==> config.mk <==
export PLATFORM = sky130hd
export DESIGN_NAME = button_conditioner
export DESIGN_NICKNAME = d
export VERILOG_FILES = /design/src/rtl/button_conditioner.sv
export SDC_FILE = /design/constraint.sdc
export NUM_CORES = 1
export LEC_CHECK = 0
export CAP_MARGIN = 10
export CORE_MARGIN = 5
export CORE_UTILIZATION = 40
export CTS_CLUSTER_DIAMETER = 100
export CTS_CLUSTER_SIZE = 16
export DETAILED_ROUTE_END_ITERATION = 12
export PLACE_DENSITY = 0.67
export RECOVER_POWER = 25
export SETUP_SLACK_MARGIN = 0.15
export SLEW_MARGIN = 20
export SYNTH_ARGS = -nofsm -noshare
export SYNTH_HDL_FRONTEND = slang
export SYNTH_SLANG_ARGS = --single-unit
export TNS_END_PERCENT = 100
==> constraint.sdc <==
create_clock -name clk28 -period 2.7 [get_ports clk28]
set_input_delay 0.54 -clock clk28 [delete_from_list [all_inputs] [get_ports clk28]]
set_output_delay 0.54 -clock clk28 [all_outputs]
set_load 0.05 [all_outputs]
==> src/rtl/button_conditioner.sv <==
// Front-panel MAGIC/PAUSE conditioner: synchronise, debounce, and stretch each press
// until one frame sample window has seen it; MAGIC also gets a long-press pulse.

module bc_channel #(
  parameter int DEBOUNCE_CYCLES = 280000
) (
  input  logic clk28,
  input  logic rst,
  input  logic n_raw,
  input  logic cond,
  input  logic frame_tick,
  output logic db,
  output logic btn
);
  localparam int CW = (DEBOUNCE_CYCLES > 1) ? $clog2(DEBOUNCE_CYCLES) : 1;
  localparam logic [CW-1:0] CNT_MAX = CW'(DEBOUNCE_CYCLES - 1);

  typedef enum logic [1:0] {IDLE, ARMED, SERVED, WAIT_REL} st_t;

  st_t           st;
  logic [1:0]    sync;
  logic          s;
  logic          db_d;
  logic [CW-1:0] cnt;

  assign s = ~sync[1];

  always_ff @(posedge clk28) begin
    if (rst) begin
      sync <= 2'b11;
      db   <= 1'b0;
      db_d <= 1'b0;
      cnt  <= '0;
      st   <= IDLE;
      btn  <= 1'b0;
    end else begin
      sync <= {sync[0], n_raw};
      db_d <= db;

      if (s == db) begin
        cnt <= '0;
      end else if (cnt == CNT_MAX) begin
        db  <= s;
        cnt <= '0;
      end else begin
        cnt <= cnt + 1'b1;
      end

      // btn tracks (st == ARMED || st == SERVED), updated alongside st
      case (st)
        IDLE: if (db && !db_d) begin
          st  <= ARMED;
          btn <= 1'b1;
        end
        ARMED: if (frame_tick) st <= SERVED;
        SERVED: if (!cond) begin
          st  <= db ? WAIT_REL : IDLE;
          btn <= 1'b0;
        end
        WAIT_REL: if (!db) st <= IDLE;
        default: begin
          st  <= IDLE;
          btn <= 1'b0;
        end
      endcase
    end
  end
endmodule

module button_conditioner #(
  parameter int DEBOUNCE_CYCLES   = 280000,
  parameter int LONG_PRESS_FRAMES = 100
) (
  input  logic clk28,
  input  logic rst,
  input  logic n_magic_raw,
  input  logic n_pause_raw,
  input  logic n_int,
  input  logic n_int_next,
  output logic magic_button,
  output logic pause_button,
  output logic magic_long
);
  localparam int NUM_CH = 2;
  localparam int FW = $clog2(LONG_PRESS_FRAMES + 1);
  localparam logic [FW-1:0] FCNT_LAST = FW'(LONG_PRESS_FRAMES - 1);

  logic [NUM_CH-1:0] n_raw;
  logic [NUM_CH-1:0] db;
  logic [NUM_CH-1:0] btn;
  logic              cond;
  logic              cond_d;
  logic              frame_tick;
  logic              fired;
  logic [FW-1:0]     fcnt;

  // channel 0 = MAGIC, channel 1 = PAUSE
  assign n_raw = {n_pause_raw, n_magic_raw};

  assign cond       = n_int & ~n_int_next;
  assign frame_tick = cond & ~cond_d;

  always_ff @(posedge clk28) begin
    if (rst) cond_d <= 1'b0;
    else     cond_d <= cond;
  end

  generate
    for (genvar i = 0; i < NUM_CH; i++) begin : g_ch
      bc_channel #(.DEBOUNCE_CYCLES(DEBOUNCE_CYCLES)) u_ch (
        .clk28      (clk28),
        .rst        (rst),
        .n_raw      (n_raw[i]),
        .cond       (cond),
        .frame_tick (frame_tick),
        .db         (db[i]),
        .btn        (btn[i])
      );
    end
  endgenerate

  assign magic_button = btn[0];
  assign pause_button = btn[1];

  // Pulse fires on the tick that brings fcnt to LONG_PRESS_FRAMES; fired blocks repeats.
  always_ff @(posedge clk28) begin
    if (rst) begin
      fcnt       <= '0;
      fired      <= 1'b0;
      magic_long <= 1'b0;
    end else begin
      magic_long <= 1'b0;
      if (!db[0]) begin
        fcnt  <= '0;
        fired <= 1'b0;
      end else if (frame_tick && !fired) begin
        fcnt <= fcnt + 1'b1;
        if (fcnt == FCNT_LAST) begin
          magic_long <= 1'b1;
          fired      <= 1'b1;
        end
      end
    end
  end
endmodule

==> impl_metrics.yaml <==
place:
  numPortBuffers: 8
  place.gp.congestion: 0.824
  hpwl_um: 3480
synthesis:
  syn_area_mm2: 0.00268
  seq_area_frac_synth: 0.463
  synth_seq_cells: 62
  synth_area_leaders: "dfxtp_1, nor2_1, xnor2_1, xor2_1, nand4_1"
  synth_top_area_cell: "dfxtp_1"
  synth_top_area_frac: 0.463
  synthArstFlopShare: 0
  synth_nets: 311
  synthDistinctLibCells: 40
  syn_inst: 302
  synth_edf_count: 0
  synthFlopType: "dfxtp_1"
  syn_avg_cell_area_um2: 8.88
  ys_warn_count: 0
cts:
  cts_hold_buf: 0
  numCtsBuffers: 9
  cts_sinks: 62
  insertion_delay_ps: 340
  clock-root-buffer: "clkbuf_8"
  path_clk_slew_ps: 70
  clk_path_buf_depth: 2
  cts_resized: 0
  htree_levels: 3
  post_cts.repair.setup_buffers: 0
  cts_tree: "yes"
sta:
  fin_setup_tns_ps: 0
  period_minus_slack_ps: 2080
  finalHoldViolations: 0
  max_freq_ghz: 0.481
  drv_slew: 0
  hold_ws_ps: 417
  max_slew_margin: 0.484
  finClkSkew_ps: 7.33
  rsz0062_at_grt: "no"
  setup_viol: 0
  worst_pin_slew_ps: 774
  min_period_over_period: 0.770
setup_path:
  critPathKind: "in -> reg"
  required_ps: 2900
  cp_max_fo: 20
  crit_path_start_kind: "primary input"
  cp.arrival_ps: 2280
  worst_setup_path_end_kind: "flip-flop"
route:
  drcViolationCount: 0
  routed_wl_um: 5100
  vias: 2147
  wire_per_inst_um: 12.9
  via_per_inst: 5.41
  ant_nets: 0
  drt_iter0_markers: 120
  firstDrtPassIters: 4
power:
  swShare: 0.227
  intPower_mw: 1.36
  power.share.combinational: 0.018
  p_leak_nw: 0.981
  seqPwrFrac: 0.523
  power_frac_clock: 0.459
  vdd.ir_drop.worst_uv: 710
  switchingPower_mw: 0.399
  p_per_area_mw_per_mm2: 579
hold_path:
  worstHoldPathType: "reg -> reg"
final_layout:
  final_common_cell: "dfxtp_1"
  areaGrowthSynthToFinish_pct: 13.2
  finalNetCount: 324
  drive_gt1_frac: 0.0813
  fin_util: 0.473
  n_antenna_cell: 0
  final_cell_mix: "dfxtp_1, nor2_1, xnor2_1, nand4_1, xor2_1"
flow_run:
  drv_cap: 0
floorplan:
  core_area_mm2: 0.00642
  start_util: 0.418
  die_y_um: 91.9
  core.rowCount: 29
  dieWidth_um: 91.9
  io_pins: 9
  die-area_mm2: 0.00844
global_routing:
  track_usage: 0.131
  grt_pass1_vias: 1946
  grt_pass1_wl_um: 8920
  antenna_found_initial: 0
  grt_max_degree: 21
  overflow: 0
status:
  status: "complete, no violations"
==> sequential cells by signal, indices dropped and copies added (netlist names) <==
signal,flops
g_ch.u_ch.db_d,2
g_ch.u_ch.sync,4
g_ch.u_ch.st,4
fired,1
g_ch.u_ch.db,2
g_ch.u_ch.btn,2
fcnt,7
g_ch.u_ch.cnt,38
magic_long,1
cond_d,1
==> path summary, 6_finish.rpt <==
check	end	from	cells after the start	slack, ps
worst max-delay path	g_ch[0].u_ch.cnt[8]	rst	5	620
worst min register to register	g_ch[1].u_ch.sync[1]	g_ch[1].u_ch.sync[0]	1	420
worst min-delay path	g_ch[1].u_ch.sync[1]	g_ch[1].u_ch.sync[0]	1	420
worst max register to register	g_ch[1].u_ch.cnt[18]	g_ch[1].u_ch.cnt[0]	5	750
==> critical path: stages <==
cell           delay, ps
dlygate4sd3_1        560
clkbuf_1             600
nor2_1               140
o21ai_2              320
nor2_1               110
==> logic make-up (layout without fill, tap and decap cells) <==
| logic type | after synthesis | in the layout | share of synthesized area |
|---|---|---|---|
| simple gates | 152 | 152 | 0.298 |
| mux | 3 | 3 | 0.0112 |
| xor+xnor | 36 | 36 | 0.118 |
| compound gates | 28 | 28 | 0.0700 |
| buf+inv | 18 | 36 | 0.0266 |
| fa+ha+maj | 3 | 3 | 0.0140 |
| flops | 62 | 62 | 0.463 |
==> power by group through the flow <==
stage	Clock [mW]	Combinational (mW)	Sequential, mW
finish	0.808	0.0321	0.920
global route	0.872	0.0359	0.920
CTS	0.839	0.0346	0.920
detailed placement	0	0.0344	0.942
global placement	0	0.0340	0.941
floorplan	0	0.0181	0.941
==> layout make-up <==
type                            instances  area (um2)
Clock inverter                          7        73.8
Multi-Input combinational cell        222        1370
Tap cell                               77        96.3
Timing Repair Buffer                   12         103
Fill cell                             618        3380
Inverter                                8        30.0
Clock buffer                            9         124
Sequential cell                        62        1240
==> metrics by stage <==
stage	worst slack, ps	power, mW	instance area (um2)	instances
after detailed placement	736	0.976	2850	381
after CTS	609	1.79	3050	397
after global routing	413	1.83	3040	397
after global placement	782	0.975	2850	381
after floorplan	976	0.959	2680	302
final	621	1.76	3040	397
==> cell usage after synthesis (2+ instances only) <==
cell type,number
dfxtp_1,62
nor2_1,58
xnor2_1,22
nand4_1,18
xor2_1,14
nand2_1,11
nand3_1,11
nor3_1,11
nor4_1,11
inv_1,8
o21ai_0,8
clkbuf_1,7
a21oi_1,5
and3_1,5
or2_2,4
a211oi_1,3
and4_1,3
buf_2,3
ha_1,3
mux2i_1,3
nor2b_1,3
nor3b_1,3
nor4b_1,3
a2111oi_0,2
nand2b_1,2
o211a_1,2
o221ai_1,2
o41ai_1,2
or3_1,2
==> per-layer routing <==
metal	GRT usage	vias up	part of all wire
met3	0.0458	10	0.043
met4	0.0532	0	0.017
met1	0.169	1016	0.48
met2	0.201	30	0.46
li1	-	1091	-
met5	0	-	0
(Power assumes the default switching activity.)
